## src/rtl/mem_arb_pkg.sv

```systemverilog
// Shared definitions for the two-port ideal-memory arbiter.
//   arb_state_e        : arbiter FSM encoding (idle / CPU response / host response)
//   StarveLimitDefault : default max consecutive CPU grants while the host waits
package mem_arb_pkg;

   typedef enum logic [1:0] {
      StIdle     = 2'd0,
      StRespCpu  = 2'd1,
      StRespHost = 2'd2
   } arb_state_e;

   localparam int unsigned StarveLimitDefault = 4;

endpackage

```

## src/rtl/mem_arbiter.sv

```systemverilog
// Arbitrates a CPU port and a host port onto one ideal (combinational-read) memory.
// One transaction outstanding at a time; the CPU has priority unless the host has
// been passed over STARVE_LIMIT times in a row.
// Ports:
//   clk, resetn                     : clock, asynchronous active-low reset
//   cpu_req_*  / cpu_resp_*         : CPU request (valid/ready/wr/addr/wdata/wstrb), response
//   host_req_* / host_resp_*        : host request (no strobe, full-word writes), response
//   mem_addr/wren/rden/wdata/wstrb  : access to ideal memory, issued in the grant cycle
//   mem_rdata                       : combinational read data from ideal memory
module mem_arbiter
   import mem_arb_pkg::*;
#(
   parameter int unsigned ADDR_WIDTH   = 12,
   parameter int unsigned STARVE_LIMIT = StarveLimitDefault
) (
   input  logic                  clk,
   input  logic                  resetn,

   input  logic                  cpu_req_valid,
   output logic                  cpu_req_ready,
   input  logic                  cpu_req_wr,
   input  logic [ADDR_WIDTH-3:0] cpu_req_addr,
   input  logic [31:0]           cpu_req_wdata,
   input  logic [3:0]            cpu_req_wstrb,
   output logic                  cpu_resp_valid,
   input  logic                  cpu_resp_ready,
   output logic [31:0]           cpu_resp_rdata,

   input  logic                  host_req_valid,
   output logic                  host_req_ready,
   input  logic                  host_req_wr,
   input  logic [ADDR_WIDTH-3:0] host_req_addr,
   input  logic [31:0]           host_req_wdata,
   output logic                  host_resp_valid,
   input  logic                  host_resp_ready,
   output logic [31:0]           host_resp_rdata,

   output logic [ADDR_WIDTH-3:0] mem_addr,
   output logic                  mem_wren,
   output logic                  mem_rden,
   output logic [31:0]           mem_wdata,
   output logic [3:0]            mem_wstrb,
   input  logic [31:0]           mem_rdata
);

   localparam int unsigned CntW = $clog2(STARVE_LIMIT + 1);
   localparam logic [CntW-1:0] StarveMax = CntW'(STARVE_LIMIT);

   arb_state_e      state_q, state_d;
   logic [CntW-1:0] starve_q, starve_d;
   logic [31:0]     resp_q, resp_d;

   logic idle, host_sel, cpu_sel, cpu_grant, host_grant, grant, sel_wr;

   always_comb begin
      state_d  = state_q;
      starve_d = starve_q;
      resp_d   = resp_q;

      idle = (state_q == StIdle);
      // Host wins when it is the only requester, or when it has been starved.
      host_sel = host_req_valid && (!cpu_req_valid || (starve_q == StarveMax));
      cpu_sel  = cpu_req_valid && !host_sel;

      // Gate with resetn so nothing is accepted while reset is held.
      cpu_req_ready  = resetn && idle && cpu_sel;
      host_req_ready = resetn && idle && host_sel;
      cpu_grant      = cpu_req_valid && cpu_req_ready;
      host_grant     = host_req_valid && host_req_ready;
      grant          = cpu_grant || host_grant;

      if (host_sel) begin
         mem_addr  = host_req_addr;
         mem_wdata = host_req_wdata;
         mem_wstrb = 4'b1111;
         sel_wr    = host_req_wr;
      end else begin
         mem_addr  = cpu_req_addr;
         mem_wdata = cpu_req_wdata;
         mem_wstrb = cpu_req_wstrb;
         sel_wr    = cpu_req_wr;
      end
      mem_wren = grant && sel_wr;
      mem_rden = grant && !sel_wr;

      case (state_q)
         StIdle: begin
            if (grant) begin
               resp_d  = sel_wr ? 32'h0 : mem_rdata;
               state_d = cpu_grant ? StRespCpu : StRespHost;
            end
         end
         StRespCpu:  if (cpu_resp_ready) state_d = StIdle;
         StRespHost: if (host_resp_ready) state_d = StIdle;
         default:    state_d = StIdle;
      endcase

      if (host_grant || !host_req_valid) begin
         starve_d = '0;
      end else if (cpu_grant && (starve_q != StarveMax)) begin
         starve_d = starve_q + 1'b1;
      end
   end

   always_ff @(posedge clk or negedge resetn) begin
      if (!resetn) begin
         state_q  <= StIdle;
         starve_q <= '0;
         resp_q   <= '0;
      end else begin
         state_q  <= state_d;
         starve_q <= starve_d;
         resp_q   <= resp_d;
      end
   end

   assign cpu_resp_valid  = (state_q == StRespCpu);
   assign host_resp_valid = (state_q == StRespHost);
   assign cpu_resp_rdata  = resp_q;
   assign host_resp_rdata = resp_q;

endmodule

```

## config.mk

```make
export PLATFORM = sky130hd
export DESIGN_NAME = mem_arbiter
export DESIGN_NICKNAME = d
export VERILOG_FILES = /design/src/rtl/mem_arb_pkg.sv /design/src/rtl/mem_arbiter.sv
export SDC_FILE = /design/constraint.sdc
export NUM_CORES = 1
export LEC_CHECK = 0
export BUFFER_PORTS_ARGS = -buffer_cell sky130_fd_sc_hd__buf_2
export CELL_PAD_IN_SITES_DETAIL_PLACEMENT = 0
export CELL_PAD_IN_SITES_GLOBAL_PLACEMENT = 2
export CORE_MARGIN = 4
export CORE_UTILIZATION = 20
export DETAILED_ROUTE_END_ITERATION = 10
export GPL_TIMING_DRIVEN = 0
export PLACE_DENSITY_LB_ADDON = 0.05
export SLEW_MARGIN = 10
export SYNTH_ARGS = -nofsm -noshare
export SYNTH_HDL_FRONTEND = slang
export SYNTH_SLANG_ARGS = --single-unit
```

## constraint.sdc

```tcl
create_clock -name clk -period 3.7 [get_ports clk]
set_input_delay 0.185 -clock clk [delete_from_list [all_inputs] [get_ports clk]]
set_output_delay 0.185 -clock clk [all_outputs]
set_load 0.02 [all_outputs]
```

* After elaboration in Yosys (flattened, before gate mapping)
Index checks and enable logic that the tools add are counted.
** Operators by class
- Mux-type cells :: 12
- Reduce and logical (&&, ||, !) cells :: 21
- Eq/ne operators :: 7
- $add $sub $neg :: 1
** Operators with widths (number)
- 32-bit two-way mux :: 2
- 1-bit logical AND :: 10
- 10-bit two-way mux :: 1
- 2-bit two-way mux :: 4
- 3-bit two-way mux :: 2
- 2-bit by 1-bit != test with 1-bit output (second input constant) :: 3
- 2-bit case mux with 3 select lines :: 1
- 1-bit logical NOT :: 4
- 4-bit two-way mux :: 1
- 3-bit by 1-bit adder with 3-bit output (second input constant) :: 1
- 3-bit equality test (second input constant) :: 1
- 1-bit logical OR :: 3
- 3-bit != test (second input constant) :: 1
- 3-bit AND reduction :: 1
- 2-bit by 1-bit equality test with 1-bit output (second input constant) :: 1
- 2-bit equality test (second input constant) :: 1
- 2-bit logical NOT :: 1
- 2-bit AND reduction :: 1
- 2-bit nonzero test :: 1
- 1-bit two-way mux :: 1
** Storage, ports and cells
- Output and inout bits :: 116
- Bits in registers :: 37
- Bits of input ports :: 128
- Word-level logic and storage cells :: 44

* Logic depth before layout (Yosys ltp)
- Depth after elaboration :: 10
- Mapped depth :: 6
- Depth with buffers taken out :: 5

* Least setup slack after synthesis
OpenSTA, ideal clock, no wires.
- Path kind :: register to output
- Start point :: reg starve_q[0]
- End point :: out mem_addr[0]
- Path slack :: 1.951 ns
- Arrival :: 1.564 ns
- Required time :: 3.515 ns
- Cell stages (with the launch flop) :: 7
- Path buffers :: 1
- Cell sequence :: dfrtp_1 > inv_1 > ha_1 > a21bo_2 > nand2_1 > buf_4 > mux2_2
** On the way
- Longest elaborated chain between the ends :: 4
** Ends and longest elaborated chain
- start: declaration :: RTL line mem_arbiter.sv:50 : logic [CntW-1:0] starve_q, starve_d;
- start signal: assignment :: RTL line mem_arbiter.sv:112 : starve_q <= starve_d;
- 3-bit equality test :: RTL line mem_arbiter.sv:62 : host_sel = host_req_valid && (!cpu_req_valid || (starve_q == StarveMax));
- 1-bit logical OR :: RTL line mem_arbiter.sv:62
- 1-bit logical AND :: RTL line mem_arbiter.sv:62
- 10-bit two-way mux :: RTL line mem_arbiter.sv:72 : if (host_sel) begin
- end: declaration :: RTL line mem_arbiter.sv:38 : output logic [ADDR_WIDTH-3:0] mem_addr,
No other way between the ends.

* Worst setup path in the final report
- Start point :: in resetn
- End point :: out mem_wren
** On the way
- Longest elaborated chain between the ends :: 5
- Elaborated cells between the ends (all ways) :: 7
** Ends and longest elaborated chain
- start: declaration :: RTL line mem_arbiter.sv:17 : input logic resetn,
- 1-bit logical AND * :: RTL line mem_arbiter.sv:66, mem_arbiter.sv:67
- 1-bit logical AND (on tied branches) :: RTL line mem_arbiter.sv:66, mem_arbiter.sv:67
- 1-bit logical AND (on tied branches) :: RTL line mem_arbiter.sv:68, mem_arbiter.sv:69
- 1-bit logical OR * :: RTL line mem_arbiter.sv:70 : grant = cpu_grant || host_grant;
- 1-bit logical AND * :: RTL line mem_arbiter.sv:83 : mem_wren = grant && sel_wr;
- end: declaration :: RTL line mem_arbiter.sv:39 : output logic mem_wren,
Every way passes the cells marked *; elsewhere a longest branch is shown, timed or not.

==> results.json <==
{
  "status": "finished, final reports clean",
  "path_clk_slew_ps": 60,
  "via_per_inst": 4.12,
  "regArea_um2": 926,
  "critical_path_class": "input port to output port",
  "period_share": 0.630,
  "cts_setup_buffers": 0,
  "synth_area_mm2": 0.00250,
  "power_leakage_nw": 2.39,
  "root_buffer": "clkbuf_16",
  "startpoint_type": "input port",
  "grt_pass1_wl_mm": 15.2,
  "min_period_ps": 2330,
  "multi_input_area_mm2": 0.00121,
  "worstHoldPathType": "input port to async pin",
  "worstSkewPairLatency_ps": 280,
  "cts_buffer_depth": 2,
  "finalSetupTns_ps": 0,
  "area_delta_synth_final_pct": 63.9,
  "synth_top_area_share": 0.370,
  "syn-num-nets": 363,
  "cts_tree": "built",
  "rows": 40,
  "die_height_um": 120,
  "firstDrtPassIters": 4,
  "end_kind": "output port",
  "arrival_ps": 2150,
  "slew_viol_final": 0,
  "gr-total-overflow": 0,
  "finalClockSkew_ps": 10.4,
  "worst_pin_slew_ps": 932,
  "fillerInstances": 1347,
  "die_w_um": 120,
  "hold_violations": 0,
  "port-buffer-count": 243,
  "worstPathMaxFanout": 39,
  "wl_per_cell_um": 15.3,
  "initial_core_util": 0.207,
  "core-area_mm2": 0.0121,
  "ys_seq_elements": 37,
  "ctsResizeCount": 0,
  "routed_wl_mm": 9.95,
  "syn_inst": 233,
  "cts.sinks": 37,
  "synth_warnings": 0,
  "drc": 0,
  "rsz0062_at_grt": "no",
  "gp_congestion": 0.770,
  "max_freq_mhz": 429,
  "vias": 2689,
  "grtUsageTotal": 0.133,
  "grt_max_degree": 40,
  "grt_pass1_vias": 2847,
  "relSlewSlack": 0.379,
  "antenna_found_initial": 0,
  "drt_first_iter_violations": 70,
  "drive_gt1_frac": 0.705,
  "h-tree-depth": 2,
  "die_area_mm2": 0.0144,
  "ant_nets": 0,
  "setup_viol_count_final": 0,
  "peakVddDrop_mv": 0.177,
  "synth_area_leader_cell": "dfrtp_1",
  "cts_hold_buf": 0,
  "synth.area.top_cells": "dfrtp_1, mux2_2, buf_4, a22o_1, and3_1",
  "ios": 244,
  "final_util": 0.339,
  "cap_violations": 0,
  "ys_seq_area_frac": 0.370,
  "syn_avg_cell_area_um2": 10.7,
  "nets": 613,
  "required_ps": 3510,
  "p_per_area_mw_per_mm2": 451,
  "numCtsBuffers": 5,
  "synth_cell_types": 28,
  "antenna_cells": 0,
  "place_hpwl_mm": 8.20
}
==> layout make-up <==
cell class	instances	area share
Clock buffer	7	0.0348
Timing Repair Buffer	243	0.297
Inverter	5	0.00458
Sequential cell	37	0.226
Multi-Input combinational cell	140	0.294
Buffer	51	0.0854
Tap cell	168	0.0513
Clock inverter	1	0.00732
==> registers in the layout, summed over array words and instances, names as in the netlist <==
register and flops:
cpu_resp_rdata 32, state_q 2, starve_q 3
==> worst paths after layout <==
| kind | startpoint | to | slack, ps | cells past startpoint |
|---|---|---|---|---|
| min in group clk | host_resp_ready | state_q[1] | 160 | 3 |
| max in group asynchronous | resetn | cpu_resp_rdata[28] | 3070 | 1 |
| max | resetn | mem_wren | 1370 | 7 |
| max reg2reg | starve_q[0] | cpu_resp_rdata[10] | 2060 | 6 |
| min | resetn | cpu_resp_rdata[13] | 50 | 1 |
| min reg2reg | cpu_resp_rdata[3] | cpu_resp_rdata[3] | 520 | 1 |
==> cell usage in the layout (no fill, tap or decap), types with 2 or more instances in the layout <==
master,synthesis,final
a22o_1,32,32
and3_1,34,34
buf_2,4,247
buf_4,41,41
clkbuf_1,6,7
clkbuf_16,0,5
dfrtp_1,37,37
ha_1,2,2
inv_1,5,5
mux2_2,42,42
nand2_1,2,2
nand2b_1,5,5
nor2_1,4,4
nor2b_1,2,2
nor3_1,2,2
o21a_1,2,2
==> worst max-delay path, stage by stage <==
cell and delay [ps]:
buf_2 700, nor3b_2 380, buf_4 210, nand2_1 150
buf_2 230, nor2_1 100, buf_2 170
==> synth_stat cells <==
cell type	number
inv_1	5
nand3_1	1
mux2_2	42
nor3_1	2
and3_1	34
o2bb2ai_1	1
and2_1	1
nor3b_1	1
a32o_1	1
o21a_1	2
nor2b_1	2
ha_1	2
buf_2	4
or2_1	1
nand2_1	2
a32oi_4	1
buf_4	41
o21ai_0	1
a21bo_2	1
a21boi_0	1
nor2_1	4
dfrtp_1	37
clkbuf_1	6
or3b_2	1
nand2b_1	5
nor3b_2	1
a22o_1	32
nand4b_1	1
==> power breakdown <==
group | internal (W) | switching (W) | total, W
sequential | 0.000478 | 0.0000606 | 0.000538
combinational | 0.000369 | 0.000438 | 0.000807
clock | 0.000337 | 0.000169 | 0.000506
==> layer usage <==
metal | global-route usage | part of all wire | vias up
li1 | - | - | 1315
met4 | 0.0372 | 0.012 | 0
met1 | 0.149 | 0.38 | 1233
met5 | 0 | 0 | -
met3 | 0.0372 | 0.083 | 6
met2 | 0.244 | 0.52 | 135
==> through the flow <==
| step | cell area, µm² | std cells | worst slack [ps] | power (W) | hold slack (ps) |
|---|---|---|---|---|---|
| 4_1_cts | 4100 | 652 | 1240 | 0.00189 | 88.7 |
| 6_report | 4100 | 652 | 1370 | 0.00185 | 50.1 |
| 3_3_place_gp | 3930 | 644 | 1250 | 0.00137 | 378 |
| 2_1_floorplan | 2500 | 233 | 1950 | 0.00106 | -111 |
| 3_5_place_dp | 3930 | 644 | 1230 | 0.00137 | 399 |
| 5_1_grt | 4100 | 652 | 1090 | 0.00196 | 135 |
==> cells by family after synthesis <==
group,count (synthesis),synth area share
DFF,37,0.370
muxes,42,0.189
adders and majority gates,2,0.0100
buffers and inverters,56,0.148
and+or+nand+nor,56,0.138
AOI/OAI and AO/OA,40,0.146
(Power assumes the default switching activity.)
